`src/rtl/uart_pkg.sv`:
```
// Shared definitions for the parametrised UART transmitter:
// parity modes, framing FSM states and a counter width helper.
package uart_pkg;

  localparam int PAR_NONE = 0;
  localparam int PAR_EVEN = 1;
  localparam int PAR_ODD  = 2;

  typedef enum logic [2:0] {
    IDLE  = 3'd0,
    START = 3'd1,
    DATA  = 3'd2,
    PAR   = 3'd3,
    STOP  = 3'd4
  } tx_state_e;

  // Bits needed to hold values 0..n-1, never less than one bit.
  function automatic int width_for(input int unsigned n);
    return (n <= 2) ? 1 : $clog2(n);
  endfunction

endpackage

```
`src/rtl/uart_sync_fifo.sv`:
```
// Single-clock FIFO with first-word-fall-through read data.
// Pushes are ignored when full, pops are ignored when empty.
module uart_sync_fifo
  import uart_pkg::*;
#(
  parameter int WIDTH = 8,
  parameter int DEPTH = 4
) (
  input  logic                          clk,
  input  logic                          reset,
  input  logic                          push,
  input  logic [WIDTH-1:0]              push_data,
  input  logic                          pop,
  output logic [WIDTH-1:0]              pop_data,
  output logic                          full,
  output logic                          empty,
  output logic [width_for(DEPTH+1)-1:0] count
);

  localparam int AW = width_for(DEPTH);
  localparam int CW = width_for(DEPTH + 1);

  logic [WIDTH-1:0] mem [DEPTH];
  logic [AW-1:0]    wr_ptr;
  logic [AW-1:0]    rd_ptr;
  logic             do_push;
  logic             do_pop;

  assign full     = (count == CW'(DEPTH));
  assign empty    = (count == '0);
  assign do_push  = push & ~full;
  assign do_pop   = pop & ~empty;
  assign pop_data = mem[rd_ptr];

  // Storage array; no reset needed since occupancy is tracked by count.
  always_ff @(posedge clk) begin
    if (do_push) mem[wr_ptr] <= push_data;
  end

  // Pointers wrap naturally because DEPTH is a power of two.
  always_ff @(posedge clk or negedge reset) begin
    if (!reset) begin
      wr_ptr <= '0;
      rd_ptr <= '0;
      count  <= '0;
    end else begin
      if (do_push) wr_ptr <= wr_ptr + 1'b1;
      if (do_pop)  rd_ptr <= rd_ptr + 1'b1;
      case ({do_push, do_pop})
        2'b10:   count <= count + 1'b1;
        2'b01:   count <= count - 1'b1;
        default: count <= count;
      endcase
    end
  end

endmodule

```
`src/rtl/uart_tx_fifo.sv`:
```
// Buffered UART transmitter: queues words in a FIFO and sends them
// LSB-first with optional parity and one or two stop bits.
module uart_tx_fifo
  import uart_pkg::*;
#(
  parameter int DATA_W       = 8,
  parameter int CLKS_PER_BIT = 868,
  parameter int PARITY       = 0,
  parameter int STOP_BITS    = 1,
  parameter int FIFO_DEPTH   = 4
) (
  input  logic              clk,
  input  logic              reset,
  input  logic [DATA_W-1:0] data_in,
  input  logic              send,
  output logic              ready,
  output logic              tx,
  output logic              tx_busy,
  output logic              overflow
);

  if (DATA_W < 5 || DATA_W > 9) begin : g_bad_data_w
    $error("uart_tx_fifo: DATA_W must be 5..9");
  end
  if (CLKS_PER_BIT < 2) begin : g_bad_cpb
    $error("uart_tx_fifo: CLKS_PER_BIT must be >= 2");
  end
  if (PARITY < 0 || PARITY > 2) begin : g_bad_parity
    $error("uart_tx_fifo: PARITY must be 0, 1 or 2");
  end
  if (STOP_BITS < 1 || STOP_BITS > 2) begin : g_bad_stop
    $error("uart_tx_fifo: STOP_BITS must be 1 or 2");
  end
  if (FIFO_DEPTH < 2 || (FIFO_DEPTH & (FIFO_DEPTH - 1)) != 0) begin : g_bad_depth
    $error("uart_tx_fifo: FIFO_DEPTH must be a power of two >= 2");
  end

  localparam int BAUD_W = width_for(CLKS_PER_BIT);
  localparam int BIT_W  = width_for(DATA_W + 1);
  localparam int CNT_W  = width_for(FIFO_DEPTH + 1);

  localparam logic [BAUD_W-1:0] BAUD_LAST = BAUD_W'(CLKS_PER_BIT - 1);
  localparam logic [BIT_W-1:0]  DATA_LAST = BIT_W'(DATA_W - 1);
  localparam logic [BIT_W-1:0]  STOP_LAST = BIT_W'(STOP_BITS - 1);
  localparam logic              ODD_FLIP  = (PARITY == PAR_ODD);
  localparam logic              HAS_PAR   = (PARITY != PAR_NONE);

  tx_state_e         state, state_n;
  logic [BAUD_W-1:0] baud, baud_n;
  logic [BIT_W-1:0]  bit_cnt, bit_n;
  logic [DATA_W-1:0] shift, shift_n;
  logic              par_bit, par_n;
  logic              tx_n;
  logic              busy_n;
  logic              pop;
  logic              load;
  logic              push_ok;
  logic [DATA_W-1:0] fifo_dout;
  logic              full;
  logic              empty;
  logic [CNT_W-1:0]  count;
  logic [CNT_W-1:0]  cnt_after;

  uart_sync_fifo #(
    .WIDTH(DATA_W),
    .DEPTH(FIFO_DEPTH)
  ) u_fifo (
    .clk      (clk),
    .reset    (reset),
    .push     (send),
    .push_data(data_in),
    .pop      (pop),
    .pop_data (fifo_dout),
    .full     (full),
    .empty    (empty),
    .count    (count)
  );

  assign ready   = ~full;
  assign push_ok = send & ~full;

  // Framing next-state logic; load covers both the IDLE pop and the
  // back-to-back pop at the end of the last stop bit.
  always_comb begin
    state_n = state;
    baud_n  = baud;
    bit_n   = bit_cnt;
    shift_n = shift;
    par_n   = par_bit;
    tx_n    = tx;
    load    = 1'b0;

    unique case (state)
      IDLE: begin
        tx_n = 1'b1;
        if (!empty) load = 1'b1;
      end
      START: begin
        if (baud == BAUD_LAST) begin
          baud_n  = '0;
          bit_n   = '0;
          state_n = DATA;
          tx_n    = shift[0];
        end else begin
          baud_n = baud + 1'b1;
        end
      end
      DATA: begin
        if (baud == BAUD_LAST) begin
          baud_n = '0;
          if (bit_cnt == DATA_LAST) begin
            bit_n = '0;
            if (HAS_PAR) begin
              state_n = PAR;
              tx_n    = par_bit;
            end else begin
              state_n = STOP;
              tx_n    = 1'b1;
            end
          end else begin
            bit_n   = bit_cnt + 1'b1;
            shift_n = {1'b0, shift[DATA_W-1:1]};
            tx_n    = shift[1];
          end
        end else begin
          baud_n = baud + 1'b1;
        end
      end
      PAR: begin
        if (baud == BAUD_LAST) begin
          baud_n  = '0;
          bit_n   = '0;
          state_n = STOP;
          tx_n    = 1'b1;
        end else begin
          baud_n = baud + 1'b1;
        end
      end
      STOP: begin
        if (baud == BAUD_LAST) begin
          baud_n = '0;
          if (bit_cnt == STOP_LAST) begin
            if (!empty) begin
              load = 1'b1;
            end else begin
              state_n = IDLE;
              tx_n    = 1'b1;
            end
          end else begin
            bit_n = bit_cnt + 1'b1;
          end
        end else begin
          baud_n = baud + 1'b1;
        end
      end
      default: begin
        state_n = IDLE;
        tx_n    = 1'b1;
      end
    endcase

    if (load) begin
      shift_n = fifo_dout;
      par_n   = (^fifo_dout) ^ ODD_FLIP;
      baud_n  = '0;
      state_n = START;
      tx_n    = 1'b0;
    end

    pop = load;
  end

  // Occupancy after this edge, so tx_busy can be registered without lag.
  always_comb begin
    cnt_after = count + CNT_W'(push_ok) - CNT_W'(pop);
    busy_n    = (state_n != IDLE) || (cnt_after != '0);
  end

  // Framing state, counters and registered line outputs.
  always_ff @(posedge clk or negedge reset) begin
    if (!reset) begin
      state    <= IDLE;
      baud     <= '0;
      bit_cnt  <= '0;
      shift    <= '0;
      par_bit  <= 1'b0;
      tx       <= 1'b1;
      tx_busy  <= 1'b0;
      overflow <= 1'b0;
    end else begin
      state    <= state_n;
      baud     <= baud_n;
      bit_cnt  <= bit_n;
      shift    <= shift_n;
      par_bit  <= par_n;
      tx       <= tx_n;
      tx_busy  <= busy_n;
      overflow <= send & full;
    end
  end

endmodule

```
`config.mk`:
```
export PLATFORM = sky130hd
export DESIGN_NAME = uart_tx_fifo
export DESIGN_NICKNAME = d
export VERILOG_FILES = /design/src/rtl/uart_pkg.sv /design/src/rtl/uart_sync_fifo.sv /design/src/rtl/uart_tx_fifo.sv
export SDC_FILE = /design/constraint.sdc
export NUM_CORES = 1
export LEC_CHECK = 0
export ABC_AREA = 1
export CORE_MARGIN = 2
export CORE_UTILIZATION = 44
export CTS_CLUSTER_SIZE = 12
export DETAILED_ROUTE_END_ITERATION = 16
export HOLD_SLACK_MARGIN = 0.1
export REMOVE_ABC_BUFFERS = 1
export SYNTH_ARGS = -nofsm -noshare
export SYNTH_HDL_FRONTEND = slang
export SYNTH_SLANG_ARGS = --single-unit
```
`constraint.sdc`:
```
create_clock -name clk -period 2.5 [get_ports clk]
set_input_delay 0.25 -clock clk [delete_from_list [all_inputs] [get_ports clk]]
set_output_delay 0.25 -clock clk [all_outputs]
set_load 0.01 [all_outputs]
```
After elaboration in Yosys (flattened, before gate mapping)
Memory sizes are Yosys's and may differ from the RTL's.
Cells that the tools add are included.
{"block": "word_totals", "ff_bits": 35, "latchBits": 0, "mem_bits_rw": 32, "romBits": 0, "input_bits": 11, "out_inout_bits": 4, "wordCells": 98, "mem_count": 1}
{"block": "op_classes", "n_addsub": 8, "n_mul": 0, "div": 0, "n_lt_le_gt_ge": 0, "n_eq_ne": 20, "shift": 0, "mux": 38, "bitwise": 5, "n_reduce_logical": 16}
{"name": "u_fifo.mem", "words": 4, "word_bits": 8, "read_ports": 1, "rd_clocked_by_memory_dff": 0, "write_ports": 1, "line_no": "uart_sync_fifo.sv:23", "source": "logic [WIDTH-1:0] mem [DEPTH];"}
{"cell": "$mux 8", "n": 4}
{"cell": "$mux 10", "n": 3}
{"cell": "$mux 3", "n": 8}
{"cell": "$mux 4", "n": 5}
{"cell": "$ne 3x3->1 const B", "n": 6}
{"cell": "$pmux 3 s5", "n": 1}
{"cell": "$mux 1", "n": 13}
{"cell": "$pmux 4 s3", "n": 1}
{"cell": "$add 10x1->10 const B", "n": 1}
{"cell": "$eq 10x10->1 const B", "n": 1}
{"cell": "$reduce_bool 3->1", "n": 3}
{"cell": "$ne 2x2->1 const B", "n": 4}
{"cell": "$reduce_bool 2->1", "n": 4}
{"cell": "$eq 3x2->1 const B", "n": 2}
{"cell": "$eq 3x3->1 const B", "n": 2}
{"cell": "$logic_not 3->1", "n": 2}
{"cell": "$pmux 3 s2", "n": 1}
{"cell": "$reduce_and 6->1", "n": 1}
{"cell": "$reduce_and 5->1", "n": 1}
{"cell": "$add 2x1->2 const B", "n": 2}
{"cell": "$add 4x1->4 const B", "n": 1}
{"cell": "$eq 4x3->1 const B", "n": 1}
{"cell": "$logic_not 4->1", "n": 1}
{"cell": "$pmux 1 s4", "n": 1}
{"cell": "other kinds (15)", "n": 18}

Longest topological paths before layout
Gate-level depths: netlist of the first run.
{"block": "depth", "depth_word": 8, "ltp_mapped": 15, "mapped_depth_nobuf": 15}

By module
Synthesis of the first run repeated with hierarchy kept, for this count alone.
{"block": "hier_totals", "cells_unflattened": 398, "hier_area_um2": 3537.1}
{"mod": "uart_tx_fifo", "n_inst": 1, "cells_per_inst": 244, "area_per_inst_um2": 1795.5, "seq_area_each_um2": 701.9}
{"mod": "uart_sync_fifo", "n_inst": 1, "cells_per_inst": 154, "area_per_inst_um2": 1741.7, "seq_area_each_um2": 1136.1}

Worst setup path after synthesis of the first run
Ideal clock, no wire load.
{"block": "synth_timing", "kind": "flip-flop to flip-flop", "start": "register baud[1]", "end": "register tx_busy", "setup_ns": 0.121, "t_arrival_ns": 2.273, "required_time_ns": 2.379, "setup_slack_ns": 0.106, "stages_incl_launch_ff": 14, "n_path_buf": 0, "period_less_slack_ns": 2.394, "path_cell_list": "dfrtp_1 ha_1 nand2_1 nor3_2 nand3_1 nand2_1 ha_1 inv_1 ha_1 fa_1 nor3_1 nand2_1 nor2_1 nand2_1"}
{"block": "synth_between", "elab_chain_len": 6, "elab_cells_between_ends": 13, "cone_classes": "1 x add/sub; 1 x eq/ne; 8 x mux; 3 x reduce/logical"}
{"item": "from (decl)", "line_no": "uart_tx_fifo.sv:49", "source": "logic [BAUD_W-1:0] baud, baud_n;"}
{"item": "from (signal assigned)", "line_no": "uart_tx_fifo.sv:192", "source": "baud <= baud_n;"}
{"item": "$eq 10x10->1 *"}
{"item": "$mux 1, or another cell as far along", "line_no": "uart_tx_fifo.sv:140", "source": "if (baud == BAUD_LAST) begin"}
{"item": "$pmux 1 s2 or $pmux 3 s5 (tied branches)", "line_no": "uart_tx_fifo.sv:93", "source": "unique case (state)"}
{"item": "$sub 3x1->3 or $mux 3 (tied branches)", "line_no": "uart_tx_fifo.sv:175, uart_tx_fifo.sv:162"}
{"item": "$reduce_bool 3->1", "line_no": "uart_tx_fifo.sv:176", "source": "busy_n = (state_n != IDLE) || (cnt_after != '0);"}
{"item": "$logic_or 1x1->1 *", "line_no": "uart_tx_fifo.sv:176"}
{"item": "via busy_n", "line_no": "uart_tx_fifo.sv:54", "source": "logic busy_n;"}
{"item": "to (signal assigned)", "line_no": "uart_tx_fifo.sv:197", "source": "tx_busy <= busy_n;"}
{"item": "to (decl)", "line_no": "uart_tx_fifo.sv:18", "source": "output logic tx_busy,"}
Mark *: on every way through the listed nets, which the timed path passes. The rest lies on a longest branch.
A chain may end at the register's enable or synchronous reset.

Worst setup path in the final report of the first run
{"block": "layout_timing", "start": "register bit_cnt[0]", "end": "register tx_busy"}
{"block": "layout_between", "elab_chain_len": 7, "elab_cells_between_ends": 15, "cone_classes": "1 x add/sub; 1 x eq/ne; 9 x mux; 4 x reduce/logical"}
{"item": "from (decl)", "line_no": "uart_tx_fifo.sv:50", "source": "logic [BIT_W-1:0] bit_cnt, bit_n;"}
{"item": "from (signal assigned)", "line_no": "uart_tx_fifo.sv:193", "source": "bit_cnt <= bit_n;"}
{"item": "$logic_not 4->1 or $eq 4x3->1 (tied branches)", "line_no": "uart_tx_fifo.sv:142, uart_tx_fifo.sv:111"}
{"item": "$mux 1, or another cell as far along", "line_no": "uart_tx_fifo.sv:142", "source": "if (bit_cnt == STOP_LAST) begin"}
{"item": "$mux 1, or another cell as far along", "line_no": "uart_tx_fifo.sv:140"}
{"item": "$pmux 1 s2 or $pmux 3 s5 (tied branches)", "line_no": "uart_tx_fifo.sv:93"}
{"item": "$sub 3x1->3 or $mux 3 (tied branches)", "line_no": "uart_tx_fifo.sv:175, uart_tx_fifo.sv:162"}
{"item": "$reduce_bool 3->1", "line_no": "uart_tx_fifo.sv:176"}
{"item": "$logic_or 1x1->1 *", "line_no": "uart_tx_fifo.sv:176"}
{"item": "via busy_n", "line_no": "uart_tx_fifo.sv:54"}
Marks and branches as above.

==> results of run 1 <==
## final cells by class
class / count / area [um2]
clock buffers: 9 / 123.9
clock inverters: 7 / 100.1
fillers: 729 / 3495
inverters: 55 / 206.4
multi-input cells: 259 / 1414
flip-flops and latches: 67 / 1838
well taps: 102 / 127.6
repair buffers: 36 / 302.8
## cell families after synthesis
group,Yosys count
AND/OR/NAND/NOR,193
flip-flops,67
buffers and inverters,59
AO/OA/AOI/OAI,47
adder cells (fa/ha/maj),12
XOR/XNOR,7
## placed cells by master (no fill, tap or decap), types with 2 or more instances in the layout
| cell type | count |
|---|---|
| sky130_fd_sc_hd__nand2_1 | 83 |
| sky130_fd_sc_hd__buf_4 | 21 |
| sky130_fd_sc_hd__bufinv_16 | 2 |
| sky130_fd_sc_hd__o21ai_0 | 31 |
| sky130_fd_sc_hd__clkdlybuf4s50_1 | 13 |
| sky130_fd_sc_hd__dfrtp_1 | 34 |
| sky130_fd_sc_hd__nand3_1 | 21 |
| sky130_fd_sc_hd__ha_1 | 7 |
| sky130_fd_sc_hd__inv_2 | 5 |
| sky130_fd_sc_hd__xor2_1 | 4 |
| sky130_fd_sc_hd__nor2_4 | 3 |
| sky130_fd_sc_hd__o22ai_1 | 9 |
| sky130_fd_sc_hd__xnor2_1 | 3 |
| sky130_fd_sc_hd__nor2_1 | 53 |
| sky130_fd_sc_hd__a21oi_1 | 4 |
| sky130_fd_sc_hd__nor2_2 | 6 |
| sky130_fd_sc_hd__nand2_2 | 5 |
| sky130_fd_sc_hd__nand3_2 | 3 |
| sky130_fd_sc_hd__nor3_1 | 4 |
| sky130_fd_sc_hd__nand4_1 | 8 |
| sky130_fd_sc_hd__ha_2 | 2 |
| sky130_fd_sc_hd__inv_1 | 49 |
| sky130_fd_sc_hd__nand3_4 | 2 |
| sky130_fd_sc_hd__clkinv_4 | 2 |
| sky130_fd_sc_hd__inv_6 | 2 |
| sky130_fd_sc_hd__edfxtp_1 | 32 |
| sky130_fd_sc_hd__fa_1 | 2 |
| sky130_fd_sc_hd__clkbuf_8 | 9 |
## registers in the layout, indices dropped and copies added (netlist names)
| register | flops |
|---|---|
| tx | 1 |
| bit_cnt | 4 |
| u_fifo.count | 3 |
| shift | 8 |
| u_fifo.rd_ptr | 2 |
| baud | 10 |
| u_fifo.mem | 32 |
| u_fifo.wr_ptr | 2 |
| overflow | 1 |
| state | 3 |
| tx_busy | 1 |
## report_power, final
group | internal, W | switching, W | total (W)
sequential | 0.00146 | 0.000151 | 0.00161
combinational | 0.000605 | 0.000892 | 0.00150
clock | 0.000570 | 0.000440 | 0.00101
## what timing repair did
action / in CTS / in global routing
endpoints found under the setup margin: 1 / 2
hold endpoints to repair: 34 / 0
pin swaps: 1 / 8
gates resized for setup: 0 / 19
hold buffers: 1 / 0
setup buffers: 0 / 3
gates cloned: 0 / 0
## per-stage QoR
step,setup TNS [ps],setup slack [ps],power (W)
2_1_floorplan,0,106.0,0.002561
3_5_place_dp,0,11.45,0.003092
3_3_place_gp,0,78.23,0.003054
6_report,0,109.4,0.004121
5_1_grt,-69.24,-69.24,0.004457
4_1_cts,0,3.804,0.004117
## metal layers
layer  global-route usage [%]  share of wire, %
met1                    21.15                45
met3                    4.191               3.3
met4                    7.090               1.6
met2                    29.53                50
met5                        0                 0
## worst max-delay path, cell delays in order, from the launching register on
cell	delay [ps]
sky130_fd_sc_hd__dfrtp_1	390
sky130_fd_sc_hd__inv_1	110
sky130_fd_sc_hd__ha_4	160
sky130_fd_sc_hd__nand3_4	90
sky130_fd_sc_hd__nor2_4	130
sky130_fd_sc_hd__nand3_2	80
sky130_fd_sc_hd__nand2_1	70
sky130_fd_sc_hd__ha_1	220
sky130_fd_sc_hd__inv_1	60
sky130_fd_sc_hd__ha_2	170
sky130_fd_sc_hd__fa_1	430
sky130_fd_sc_hd__nor3_2	150
sky130_fd_sc_hd__nand2_1	70
sky130_fd_sc_hd__nor2_1	100
sky130_fd_sc_hd__nand2_1	60
## final timing paths
check	to	depth (start not counted)
min in group asynchronous	bit_cnt[3]	2
hold reg to reg	u_fifo.count[0]	1
max in group asynchronous	shift[6]	2
hold / removal	overflow	3
setup / recovery	tx_busy	14
setup reg to reg	tx_busy	14
==> results list, run 1 <==
- Highest attainable clock frequency: 0.4183 GHz
- Largest fanout on the critical path: 2
- In this run the worst hold path is classified as input port to flip-flop.
* Startpoint of the worst hold path: send
- Type of element capturing the critical path: flip-flop
- Max-cap violation count: 0
* TritonCTS clock tree: yes
* Top cell type's share of synthesized area: between 20 and 30%
- Overall die area: around 8500 um2
- Type of element launching the critical path: flip-flop
* Area fraction in and, or, nand and nor cells after synthesis: roughly a quarter
* Yosys top cell by area: sky130_fd_sc_hd__edfxtp_1
* # IOs: 15
- Warnings, synthesis: 0
* Leakage power total: between 1.5 and 2 nW
* Post-synth EDFFs: 32
* Antenna violations before repair: 0
- Sequential-to-total area share from yosys stat: 53.87%
- At the worst endpoint, the required time is roughly 2700 ps.
- Most numerous cell in the Yosys netlist: sky130_fd_sc_hd__nand2_1
- The tree is rooted in a sky130_fd_sc_hd__clkbuf_8.
- Number of sinks handled by clock tree synthesis: 67
- Source-to-sink clock delay at the later pin of the worst-skew pair: 350 ps
- Headroom to the max-slew limit came out at ~47%.
- Detailed routing inserted a total of roughly 2600 vias.
- Antenna diodes: 0
- Ranking of synthesized cells by instance count: sky130_fd_sc_hd__nand2_1, sky130_fd_sc_hd__nor2_1, sky130_fd_sc_hd__inv_1
- Grt ovf: 0
- Cell Pwr Density: 1002 nW/um2
- After floorplanning, the core was sized to cover between 7000 and 8000 um2.
- Measured along the x axis, the die boundary spans 92.06 um.
* FF-to-FF setup slack: approximately 110 ps
* Adder and majority cell fraction of the synthesized area: under 10%
- Once detailed placement completed, the half-perimeter wirelength came to between 4 and 5 mm.
- The worst-case IR drop observed on VDD is 0.4853 mV.
- Fraction of synthesized cell area in xor and xnor cells: under 10%
- Antenna-violating nets left: 0
- For this block, the routed nets add up to between 6 and 7 mm of wire.
- The first global-routing pass estimated roughly 11 mm of wire.
- On the final layout, the worst hold slack is 434.7 ps.
* Final routed wire length divided by cell count: 12.70 um
* Total of buffers placed on input and output ports: 14
* Vias/cell: roughly 5
* Share of the clock period used by the worst path: between 90% and 100%
* Synthesis-stage register bit count: 67
- Measured on the finished design, the core utilization comes to 54.06%.
- For this run, design rule violations remaining after detail routing come to 0.
- At the end of routability-driven placement, the weighted congestion stood at 0.8332.
- Tracing the worst setup path back leads to its startpoint at bit_cnt[0].
- Entering global routing, the biggest net connects 36 pins.
* Maximum clock path buffer count: 2
* Syn_area_per_cell: slightly below 9 um2
- Number of global-route vias before repair: 2459
- Compared with the post-synthesis result, the final layout area differs by 20.54%.
* Primary flip-flop cell chosen by synthesis mapping: sky130_fd_sc_hd__dfrtp_1
- The synthesized netlist occupies a cell area of roughly 3400 um2.
- Clock buffers created by TritonCTS: 9
- Clock-pin slew was measured on the worst setup and hold paths at 80 ps.
- The post-route netlist has 16.17% of its cells at a drive strength greater than 1.
- Count of mapped cells out of synthesis: a little under 400
- Yosys mapped the design onto 33 distinct sky130hd cell types.
- Final worst clock skew: 6.960 ps
- The floorplan step set the die height to slightly above 90 um.
- Once layout is done, the placed cells without fillers occupy approximately 4100 um2.
- Tot GR Track Use: ~17%
* Synth Area in Compound Gates: under 10%
* Worst Setup Path Type: flip-flop to flip-flop
- Of all flip-flops after synthesis, the portion carrying an async set or reset was a little over half.
* Inst Count DP: approximately 520
- Origin of the critical flop-to-flop path: bit_cnt[0]
- After synthesis, the cell types taking the most area are sky130_fd_sc_hd__edfxtp_1, sky130_fd_sc_hd__dfrtp_1, sky130_fd_sc_hd__nand2_1.
* Combinational family with the most area after synthesis: simple AND/OR/NAND/NOR gates
* Total Nets Final: between 400 and 500
- For this configuration, the core starts out at a cell density of ~45%.
* Final critical path time including I/O delays and setup: between 2000 and 2500 ps
* Deepest level of the CTS H-tree: 3
- For the worst setup path, the data arrival time is approximately 2600 ps.
- The number of hold violations in the final report came to 0.
* Least-Margin Pin Slew: 791.0 ps
- Std cell rows: 32
- The first TritonRoute pass finished after 4 iterations.
* Placed inst area: 3785 um2
- Final setup fails: 0
- Share of cell area taken by muxes after synthesis: 0%
* Pins over their slew limit: 0
- RSZ-0062 raised after global routing: yes
- The detailed router finished its first iteration with between 80 and 90 violations.
- The run finished with clean final reports.
- The count of cells in the finished layout, fillers not included, comes to between 500 and 600.
(Power assumes the default switching activity.)
==> inputs of run 2 (changes only) <==
--- a/config.mk
+++ b/config.mk
@@ -6,6 +6,7 @@
 export NUM_CORES = 1
 export LEC_CHECK = 0
 export ABC_AREA = 1
+export CAP_MARGIN = 5
 export CORE_MARGIN = 2
 export CORE_UTILIZATION = 44
 export CTS_CLUSTER_SIZE = 12
==> results of run 2 <==
No change in the layout: final DEF, timing and power equal those of run 1.
==> inputs of run 3 (changes only) <==
--- a/config.mk
+++ b/config.mk
@@ -11,6 +11,7 @@
 export CORE_UTILIZATION = 44
 export CTS_CLUSTER_SIZE = 12
 export DETAILED_ROUTE_END_ITERATION = 16
+export GPL_TIMING_DRIVEN = 0
 export HOLD_SLACK_MARGIN = 0.1
 export REMOVE_ABC_BUFFERS = 1
 export SYNTH_ARGS = -nofsm -noshare
==> results list, run 3 (synthesis gave the netlist of run 1 again) <==
* Clock-pin slew reported for the worst setup and hold paths after clock tree synthesis: 70 ps
- Setup repair after global routing could not meet its margin everywhere.
* Tot GR Track Use: between 15 and 20%
* Synthesis-to-layout area growth: 21.05%
- Worst path bufs/invs: 2
* Source-to-sink clock delay at the later pin of the worst-skew pair: roughly 350 ps
- Sequence of cells on the critical path: nor2_4 -> nand2_4 -> nor3_4 -> nand3_2 -> buf_4 -> nand2_2 -> ha_1 -> inv_1 -> fa_1 -> a21oi_1 -> o21ai_0 -> xnor2_1
- Final routed wire length divided by cell count: roughly 13 um
- The worst setup path is launched from a flip-flop.
- Leaving out fill and tap cells, the most frequent cell in the layout is sky130_fd_sc_hd__nand2_1.
- In this run the power density over the cells is 1015 nW/um2.
- For met3 alone, demand over resource in global routing was under 10%.
* Highest attainable clock frequency: slightly above 0.4 GHz
* Final setup fails: 0
* Starting utilization of the core area: approximately 45%
* Leakage power total: 1.853 nW
- Antenna-violating nets left: 0
* Final Wtd Congestion: around 0.79
- Worst path arrival time: between 2000 and 3000 ps
* Core utilization of the finished layout: 54.29%
- Pins over their slew limit: 0
- Headroom to the max-slew limit came out at a little under half.
- IR drop worst, VDD: slightly above 0.5 mV
* Total of buffers placed on input and output ports: 14
- No sink is reached through more buffers than the 2 on the longest clock path.
- In this run the clock root is driven by a sky130_fd_sc_hd__clkbuf_8.
- Detailed routing inserted a total of 2627 vias.
- TritonCTS built the clock tree.
- The slowest stage of the critical path belongs to the cell sky130_fd_sc_hd__dfrtp_2.
* Detailed Place HPWL: about 4.4 mm
* FF+latch area: around 1800 um2
- The total area inside the core boundary comes to 7607 um2.
- Slowest Stage Delay on Critical Path: roughly 450 ps
- Std cell rows: 32
- TritonRoute pass-1 iters: 4
- Data on the critical path is required at its endpoint by around 2700 ps.
* Largest register by flop count: u_fifo.mem
- TritonCTS created 9 clock buffers.
- Crit-path leading delay family: simple AND/OR/NAND/NOR gates
- Detailed-route DRC error count: 0
- Adding up every negative setup slack in the final design gives 0 ps.
* Number of global-route vias before repair: ~2500
- Area of the multi-input gates: 1461 um2
- The repair_antennas step left the layout with diodes totalling 0.
- The clock period could shrink to between 2000 and 2500 ps.
* Total Nets Final: roughly 450
* Commonest cells after routing, fill and taps aside: sky130_fd_sc_hd__nand2_1, sky130_fd_sc_hd__nor2_1, sky130_fd_sc_hd__inv_1
- The largest registers in the layout are u_fifo.mem (32), baud (10), shift (8).
- Grt ovf: 0
- After layout, the worst path uses between 90% and 100% of the clock period.
- First-pass GRT wire length: between 10 and 15 mm
- Using the TritonRoute via totals, the vias-per-cell ratio works out to roughly 4.9.
* Largest register FFs: 32
* # IOs: 15
- The floorplan step set the die width to 92.06 um.
- The number of hold violations in the final report was 0.
* Routing layer with the top usage in global route: met2
* Global Route met1 Usage: 19.26%
* Largest fanout on the critical path: 8
* Result of the run: finished clean
- CTS saw between 60 and 70 sinks.
- The tool flagged a number of max-cap violations equal to 0.
* Pin count of the biggest net entering global routing: 36
- The layout has 712 filler cells.
- The routed design has approximately 6.7 mm of wire.
* Global routing met2 resource utilization: 29.53%
* Deepest level of the CTS H-tree: 3
* Share of post-route cells with drive strength above 1: approximately 18%
* Number of DRC violations after detailed-routing iteration 0: 112
- The worst setup path is captured at a flip-flop.
* Final worst clock skew: between 9 and 10 ps
- Height of the die: just over 90 um
- The number of antenna violations at the first check in global routing was 0.
* Overall die area: approximately 8500 um2
- At the pin with the least slew margin, the transition time is a little under 800 ps.
- By startpoint and endpoint, the worst setup path is classified as flip-flop to flip-flop.
* Hold Path Class: input port to flip-flop
==> run 3: per-stage QoR <==
step	hold slack, ps	cells	instance area [um2]	setup WS, ps	power [W]
final	453.8	531	4130	76.68	0.004191
after global placement	449.3	497	3655	-213.2	0.002893
after CTS	444.3	515	3906	13.67	0.003947
after detailed placement	387.0	497	3650	-229.5	0.002928
after global routing	478.5	531	4130	-39.57	0.004520
after floorplan	-45.59	381	3387	106.0	0.002561
==> run 3: path summary, 6_finish.rpt <==
| path | startpoint | to | slack, ps | depth (start not counted) |
|---|---|---|---|---|
| worst max-delay path | baud[2] | u_fifo.count[2] | 80 | 12 |
| max in group asynchronous | reset | baud[4] | 1440 | 2 |
| worst min-delay path | send | overflow | 450 | 3 |
| worst min register to register | tx | tx | 470 | 2 |
| worst max register to register | baud[2] | u_fifo.count[2] | 80 | 12 |
| min in group asynchronous | reset | bit_cnt[1] | 520 | 2 |
==> run 3: final cells by class <==
| class | instances | share of cell area (%) |
|---|---|---|
| Multi-Input combinational cell | 259 | 35.38 |
| Clock buffer | 10 | 3.090 |
| Inverter | 55 | 5.059 |
| Tap cell | 102 | 3.090 |
| Timing Repair Buffer | 32 | 6.604 |
| Sequential cell | 67 | 44.59 |
| Clock inverter | 6 | 2.181 |
==> run 3: worst reg2reg max path: stages (launching register included) <==
cell and delay (ps):
sky130_fd_sc_hd__dfrtp_2 450, sky130_fd_sc_hd__nor2_4 160, sky130_fd_sc_hd__nand2_4 80, sky130_fd_sc_hd__nor3_4 190
sky130_fd_sc_hd__nand3_2 120, sky130_fd_sc_hd__buf_4 150, sky130_fd_sc_hd__nand2_2 150, sky130_fd_sc_hd__ha_1 170
sky130_fd_sc_hd__inv_1 60, sky130_fd_sc_hd__fa_1 370, sky130_fd_sc_hd__a21oi_1 150, sky130_fd_sc_hd__o21ai_0 120
sky130_fd_sc_hd__xnor2_1 140
==> run 3: what timing repair did <==
item                                   in CTS  in global routing
pin swaps                                   2                 13
hold buffers                                1                  0
setup endpoints to repair                   2                  2
endpoints found under the hold margin      34                  0
gates resized for setup                     9                 27
buffers inserted                            1                 16
==> run 3: where the power goes <==
| group | internal (W) | total [W] | leakage [nW] | switching, W |
|---|---|---|---|---|
| clock | 0.000565 | 0.000990 | 0.107 | 0.000425 |
| sequential | 0.00147 | 0.00171 | 0.724 | 0.000235 |
| combinational | 0.000626 | 0.00150 | 1.02 | 0.000871 |
==> run 3: per-layer routing <==
metal  routed length [um]  up-vias
met5                    0        -
met4                   87        0
met3                  269        9
met2                 3357       47
met1                 2971     1237
li1                     -     1334
